## src/rtl/axi4_lite_pkg.sv

```systemverilog
// Shared types for the AXI4-Lite register slave: response codes,
// channel FSM states and the register address decoder.
package axi4_lite_pkg;

   typedef enum logic [1:0] {
      OKAY   = 2'b00,
      EXOKAY = 2'b01,
      SLVERR = 2'b10,
      DECERR = 2'b11
   } axi_resp_t;

   typedef enum logic [1:0] {
      WR_IDLE   = 2'd0,
      WR_HAVE_A = 2'd1,
      WR_HAVE_D = 2'd2,
      WR_RESP   = 2'd3
   } wr_state_t;

   typedef enum logic {
      RD_IDLE = 1'b0,
      RD_DATA = 1'b1
   } rd_state_t;

   typedef struct packed {
      logic       hit;
      logic [7:0] idx;
   } dec_t;

   function automatic dec_t addr_decode(
      input logic [31:0] addr,
      input logic [31:0] base,
      input int unsigned nregs
   );
      logic [31:0] off;
      off = addr - base;
      addr_decode.hit = (addr >= base) && ((off >> 2) < nregs);
      addr_decode.idx = 8'(off >> 2);
   endfunction

endpackage

```

## src/rtl/axi4_lite_slave_regs_regfile.sv

```systemverilog
// Register array with byte-strobed write, combinational read port
// and flattened parallel output of every register.
module axi4_lite_slave_regfile
   import axi4_lite_pkg::*;
#(
   parameter int          NUM_REGS    = 16,
   parameter logic [31:0] RESET_VALUE = 32'h0
) (
   input  logic                    ACLK,
   input  logic                    ARESETN,
   input  logic                    i_we,
   input  logic [7:0]              i_widx,
   input  logic [31:0]             i_wdata,
   input  logic [3:0]              i_wstrb,
   input  logic [7:0]              i_ridx,
   output logic [31:0]             o_rdata,
   output logic [NUM_REGS*32-1:0]  o_regs
);

   logic [31:0] r_regs [NUM_REGS];

   always_ff @(posedge ACLK or negedge ARESETN) begin
      if (!ARESETN) begin
         for (int k = 0; k < NUM_REGS; k++)
            r_regs[k] <= RESET_VALUE;
      end else begin
         for (int k = 0; k < NUM_REGS; k++) begin
            if (i_we && (i_widx == 8'(k))) begin
               for (int b = 0; b < 4; b++)
                  if (i_wstrb[b])
                     r_regs[k][8*b +: 8] <= i_wdata[8*b +: 8];
            end
         end
      end
   end

   always_comb begin
      o_rdata = 32'h0;
      for (int k = 0; k < NUM_REGS; k++)
         if (i_ridx == 8'(k))
            o_rdata = r_regs[k];
   end

   for (genvar g = 0; g < NUM_REGS; g++) begin : g_flat
      assign o_regs[32*g +: 32] = r_regs[g];
   end

endmodule

```

## src/rtl/axi4_lite_slave_regs.sv

```systemverilog
// AXI4-Lite register slave with independent write and read FSMs.
// Define AXI4_LITE_SLAVE_SLVERR_EN to answer out-of-range with SLVERR.
module axi4_lite_slave_regs
   import axi4_lite_pkg::*;
#(
   parameter int          NUM_REGS    = 16,
   parameter logic [31:0] BASE_ADDR   = 32'h0,
   parameter logic [31:0] RESET_VALUE = 32'h0
) (
   input  logic                   ACLK,
   input  logic                   ARESETN,
   input  logic [31:0]            S_AXI_AWADDR,
   input  logic [3:0]             S_AXI_AWCACHE,
   input  logic [2:0]             S_AXI_AWPROT,
   input  logic                   S_AXI_AWVALID,
   output logic                   S_AXI_AWREADY,
   input  logic [31:0]            S_AXI_WDATA,
   input  logic [3:0]             S_AXI_WSTRB,
   input  logic                   S_AXI_WVALID,
   output logic                   S_AXI_WREADY,
   output logic [1:0]             S_AXI_BRESP,
   output logic                   S_AXI_BVALID,
   input  logic                   S_AXI_BREADY,
   input  logic [31:0]            S_AXI_ARADDR,
   input  logic [3:0]             S_AXI_ARCACHE,
   input  logic [2:0]             S_AXI_ARPROT,
   input  logic                   S_AXI_ARVALID,
   output logic                   S_AXI_ARREADY,
   output logic [31:0]            S_AXI_RDATA,
   output logic [1:0]             S_AXI_RRESP,
   output logic                   S_AXI_RVALID,
   input  logic                   S_AXI_RREADY,
   output logic [NUM_REGS*32-1:0] regs_o
);

`ifdef AXI4_LITE_SLAVE_SLVERR_EN
   localparam axi_resp_t ERR_RESP = SLVERR;
`else
   localparam axi_resp_t ERR_RESP = OKAY;
`endif

   wr_state_t   r_wr_state, w_wr_next;
   logic        r_awready, r_wready, r_bvalid;
   axi_resp_t   r_bresp;
   logic [31:0] r_awaddr, r_wdata;
   logic [3:0]  r_wstrb;
   logic        w_aw_hs, w_w_hs, w_we;
   logic [31:0] w_waddr, w_wdat;
   logic [3:0]  w_wstb;
   dec_t        w_wdec, w_rdec;

   rd_state_t   r_rd_state;
   logic        r_arready, r_rvalid;
   logic [31:0] r_rdata;
   axi_resp_t   r_rresp;
   logic        w_ar_hs;
   logic [31:0] w_rf_rdata;
   logic        w_unused;

   assign w_unused = ^{S_AXI_AWCACHE, S_AXI_AWPROT,
                       S_AXI_ARCACHE, S_AXI_ARPROT};

   assign w_aw_hs = S_AXI_AWVALID && r_awready;
   assign w_w_hs  = S_AXI_WVALID && r_wready;
   assign w_ar_hs = S_AXI_ARVALID && r_arready;

   always_comb begin
      w_wr_next = r_wr_state;
      w_we      = 1'b0;
      unique case (r_wr_state)
         WR_IDLE: begin
            if (w_aw_hs && w_w_hs) begin
               w_we      = 1'b1;
               w_wr_next = WR_RESP;
            end else if (w_aw_hs) begin
               w_wr_next = WR_HAVE_A;
            end else if (w_w_hs) begin
               w_wr_next = WR_HAVE_D;
            end
         end
         WR_HAVE_A: begin
            if (w_w_hs) begin
               w_we      = 1'b1;
               w_wr_next = WR_RESP;
            end
         end
         WR_HAVE_D: begin
            if (w_aw_hs) begin
               w_we      = 1'b1;
               w_wr_next = WR_RESP;
            end
         end
         WR_RESP: begin
            if (S_AXI_BREADY)
               w_wr_next = WR_IDLE;
         end
         default: w_wr_next = WR_IDLE;
      endcase
   end

   // Whichever half arrived first comes from its latch.
   assign w_waddr = (r_wr_state == WR_HAVE_A) ? r_awaddr : S_AXI_AWADDR;
   assign w_wdat  = (r_wr_state == WR_HAVE_D) ? r_wdata  : S_AXI_WDATA;
   assign w_wstb  = (r_wr_state == WR_HAVE_D) ? r_wstrb  : S_AXI_WSTRB;
   assign w_wdec  = addr_decode(w_waddr, BASE_ADDR, NUM_REGS);
   assign w_rdec  = addr_decode(S_AXI_ARADDR, BASE_ADDR, NUM_REGS);

   always_ff @(posedge ACLK or negedge ARESETN) begin
      if (!ARESETN) begin
         r_wr_state <= WR_IDLE;
         r_awready  <= 1'b0;
         r_wready   <= 1'b0;
         r_bvalid   <= 1'b0;
         r_bresp    <= OKAY;
         r_awaddr   <= 32'h0;
         r_wdata    <= 32'h0;
         r_wstrb    <= 4'h0;
      end else begin
         r_wr_state <= w_wr_next;
         r_awready  <= (w_wr_next == WR_IDLE) || (w_wr_next == WR_HAVE_D);
         r_wready   <= (w_wr_next == WR_IDLE) || (w_wr_next == WR_HAVE_A);
         r_bvalid   <= (w_wr_next == WR_RESP);
         if ((r_wr_state == WR_IDLE) && w_aw_hs)
            r_awaddr <= S_AXI_AWADDR;
         if ((r_wr_state == WR_IDLE) && w_w_hs) begin
            r_wdata <= S_AXI_WDATA;
            r_wstrb <= S_AXI_WSTRB;
         end
         if (w_we)
            r_bresp <= w_wdec.hit ? OKAY : ERR_RESP;
      end
   end

   always_ff @(posedge ACLK or negedge ARESETN) begin
      if (!ARESETN) begin
         r_rd_state <= RD_IDLE;
         r_arready  <= 1'b0;
         r_rvalid   <= 1'b0;
         r_rdata    <= 32'h0;
         r_rresp    <= OKAY;
      end else if (r_rd_state == RD_IDLE) begin
         if (w_ar_hs) begin
            r_rd_state <= RD_DATA;
            r_arready  <= 1'b0;
            r_rvalid   <= 1'b1;
            r_rdata    <= w_rdec.hit ? w_rf_rdata : 32'h0;
            r_rresp    <= w_rdec.hit ? OKAY : ERR_RESP;
         end else begin
            r_arready  <= 1'b1;
         end
      end else if (S_AXI_RREADY) begin
         r_rd_state <= RD_IDLE;
         r_rvalid   <= 1'b0;
         r_arready  <= 1'b1;
      end
   end

   axi4_lite_slave_regfile #(
      .NUM_REGS    (NUM_REGS),
      .RESET_VALUE (RESET_VALUE)
   ) u_regfile (
      .ACLK    (ACLK),
      .ARESETN (ARESETN),
      .i_we    (w_we && w_wdec.hit),
      .i_widx  (w_wdec.idx),
      .i_wdata (w_wdat),
      .i_wstrb (w_wstb),
      .i_ridx  (w_rdec.idx),
      .o_rdata (w_rf_rdata),
      .o_regs  (regs_o)
   );

   assign S_AXI_AWREADY = r_awready;
   assign S_AXI_WREADY  = r_wready;
   assign S_AXI_BVALID  = r_bvalid;
   assign S_AXI_BRESP   = r_bresp;
   assign S_AXI_ARREADY = r_arready;
   assign S_AXI_RVALID  = r_rvalid;
   assign S_AXI_RDATA   = r_rdata;
   assign S_AXI_RRESP   = r_rresp;

endmodule

```

## config.mk

```make
export PLATFORM = sky130hd
export DESIGN_NAME = axi4_lite_slave_regs
export DESIGN_NICKNAME = d
export VERILOG_FILES = /design/src/rtl/axi4_lite_pkg.sv /design/src/rtl/axi4_lite_slave_regs_regfile.sv /design/src/rtl/axi4_lite_slave_regs.sv
export SDC_FILE = /design/constraint.sdc
export NUM_CORES = 1
export LEC_CHECK = 0
export BUFFER_PORTS_ARGS = -buffer_cell sky130_fd_sc_hd__buf_2
export CAP_MARGIN = 40
export CORE_AREA = 2 2 259 261
export CTS_BUF_LIST = sky130_fd_sc_hd__clkbuf_2
export CTS_CLUSTER_SIZE = 24
export DETAILED_ROUTE_END_ITERATION = 7
export DIE_AREA = 0 0 261 263
export GPL_ROUTABILITY_DRIVEN = 0
export PLACE_DENSITY = 0.65
export SLEW_MARGIN = 20
export SYNTH_ARGS = -nofsm -noshare
export SYNTH_HDL_FRONTEND = slang
export SYNTH_HIERARCHICAL = 1
export SYNTH_SLANG_ARGS = --single-unit
export TNS_END_PERCENT = 5
```

## constraint.sdc

```tcl
create_clock -name ACLK -period 3.8 [get_ports ACLK]
set_input_delay 0.76 -clock ACLK [delete_from_list [all_inputs] [get_ports ACLK]]
set_output_delay 0.76 -clock ACLK [all_outputs]
set_load 0.05 [all_outputs]
```

==> impl_metrics.json <==
{
  "clkSinkCount": 618,
  "drt_iter0_drc": 2385,
  "slew_violations": 0,
  "dp_hpwl_um": 91700,
  "cts_setup_buffers": 0,
  "min_path_type": "input port to register",
  "synthMostInstantiatedCell": "mux2_2",
  "first_pass_iters": 8,
  "vias": 25188,
  "grt_overflow": 0,
  "postRouteAntennaNets": 0,
  "core_um2": 65600,
  "grt_max_degree": 104,
  "seqCellArea_um2": 15500,
  "worstPathArrival_ps": 4790,
  "synth_top_area_share": 0.524,
  "cts_resized": 0,
  "synth_common_cells": "mux2_2 (632), dfrtp_1 (618), nand2_1 (170)",
  "worst_pin_slew_ps": 966,
  "row_count": 94,
  "total_power_mw": 14.9,
  "synth_xor_area_frac": 0.000297,
  "grt_usage": 0.368,
  "numCtsBuffers": 166,
  "cts_hold_buf": 82,
  "cts_buffer_depth": 3,
  "rsz0062_at_grt": "false",
  "synth_ff_type": "dfrtp_1",
  "vdd_ir_drop_max_uv": 465,
  "power_leakage_nw": 20.0,
  "muxShareOfSynthArea": 0.298,
  "crit_type": "register to register",
  "cts_tree": "built",
  "synth.avg_cell_area_um2": 13.0,
  "ys_seq_area_frac": 0.524,
  "synth_cell_types": 82,
  "grt_pass1_vias": 25767,
  "worstPathMaxFanout": 13,
  "nFillCells": 5620,
  "setup_viol": 0,
  "start_kind": "register",
  "drc": 0,
  "routed_via_density": 6.02,
  "max_freq_mhz": 283,
  "die_h_um": 263,
  "endpoint_kind": "register",
  "synth_seq_cells": 618,
  "final_nets": 3322,
  "grt_pass1_wl_um": 181000,
  "path_clk_slew_ps": 100,
  "syn_inst": 2267,
  "synth_area_leaders": "dfrtp_1 (52%), mux2_2 (24%), mux4_2 (3.1%), mux2i_1 (2.3%), nand2_1 (2.2%)",
  "multiInputGateArea_um2": 13300,
  "fin_crit_sh": 0.931,
  "wl_um": 128000,
  "p_per_area_nw_per_um2": 395,
  "initial_core_util": 0.450,
  "synth-adder-area-share": 0,
  "die_area_um2": 68600,
  "r2r_cells": 9,
  "ys.warnings.count": 6,
  "fin_worst_skew_ps": 90.0,
  "wl_per_cell_um": 30.5,
  "synth_area_um2": 29500,
  "clk_latency_ps": 1440,
  "regToRegSetupSlack_ps": 260,
  "synth_top_family_by_area": "multiplexers",
  "yosys.area_share.simple": 0.0730,
  "place_area_um2": 35300,
  "antenna_found_initial": 4,
  "drv_cap": 0,
  "design_area_um2": 37600,
  "ios": 674,
  "critPathRequiredTime_ps": 5050,
  "relSlewSlack": 0.356,
  "holdPathStages": 3,
  "synth-compound-area-share": 0.0791,
  "layout-drive-gt1-share": 0.553,
  "synth_top_cell_by_area": "dfrtp_1",
  "hold_viol": 0,
  "status": "completed",
  "cts_root_buffer": "clkbuf_2",
  "dieWidth_um": 261,
  "flow.area_growth_from_synthesis_pct": 27.5,
  "layout_min_cycle_time_ps": 3540,
  "htreeDepth": 4,
  "port_buffers": 651,
  "synth_edf_count": 0,
  "synthArstFlopShare": 1.00,
  "setup_tns_ps": 0
}
-- registers in the layout (all words and copies together), names as in the netlist --
signal            cells
u_regfile/o_regs    512
r_awaddr             30
S_AXI_BVALID          1
S_AXI_RVALID          1
r_rd_state            1
r_wstrb               4
S_AXI_AWREADY         1
r_wr_state            2
S_AXI_WREADY          1
S_AXI_RDATA          32
r_wdata              32
S_AXI_ARREADY         1
-- layer usage --
metal  wire (µm)  share of wire  global-route usage  up-vias
li1            -              -                   -    10427
met1       49200           0.39               0.467    12840
met2       58000           0.45               0.561     1565
met3       13700           0.11               0.124      356
met4        6920          0.054               0.184        0
met5           0              0                   0        -
-- worst max-delay path, cell delays in order (launching register included) --
cell     delay (ps)
dfrtp_1         490
nor2b_1         280
buf_4           260
mux2_2          380
nor4_4          460
nand2_1         330
nor4_4          360
buf_4           200
nand2_2         240
mux2_2          360
-- cell usage in the layout, fill, tap and decap left out, drive strengths merged, types with 23 or more instances in the layout --
cell type / n
a21oi: 49
buf: 830
clkbuf: 241
clkinv: 27
dfrtp: 618
dlygate4sd3: 81
mux2: 639
mux2i: 69
mux4: 40
nand2: 190
nand3: 23
nor2: 64
nor3: 31
nor4: 24
o21ai: 79
-- cell families (layout without fill, tap and decap cells) --
| family | after synthesis | after routing |
|---|---|---|
| xor gates and xnor gates | 1 | 1 |
| other | 1 | 11 |
| DFF | 618 | 618 |
| buffers and inverters | 161 | 1205 |
| AOI/OAI and AO/OA | 329 | 329 |
| and+or+nand+nor | 409 | 409 |
| muxes | 748 | 748 |
-- worst paths after layout --
check,endpoint,startpoint
max,u_regfile/o_regs[38],r_wr_state[1]
min,r_wdata[19],S_AXI_WDATA[19]
max reg2reg,u_regfile/o_regs[38],r_wr_state[1]
min reg2reg,S_AXI_ARREADY,r_rd_state
max in group asynchronous,u_regfile/o_regs[248],ARESETN
min in group asynchronous,u_regfile/o_regs[382],ARESETN
-- where the power goes --
part	internal (mW)	switching (mW)
sequential	6.96	0.219
clock	1.90	2.91
combinational	0.982	1.89
-- per-stage QoR --
stage | util | instances | setup slack (ps) | hold WS (ps)
6_report | 0.573 | 4185 | 261 | 104
5_1_grt | 0.573 | 4184 | 178 | 34.5
4_1_cts | 0.573 | 4178 | 285 | 23.4
3_5_place_dp | 0.538 | 3815 | -67.1 | 469
3_3_place_gp | 0.537 | 3814 | -67.1 | 456
2_1_floorplan | - | 2270 | 454 | 441
-- area by class of cell --
class                           count  share of cell area
Timing Repair Buffer              912               0.165
Clock inverter                     41             0.00718
Multi-Input combinational cell   1491               0.355
Sequential cell                   618               0.411
Clock buffer                      240              0.0319
Tap cell                          864              0.0287
Inverter                           12             0.00120
Antenna cell                        7            0.000466
No activity file was read; power rests on OpenSTA's default activity.
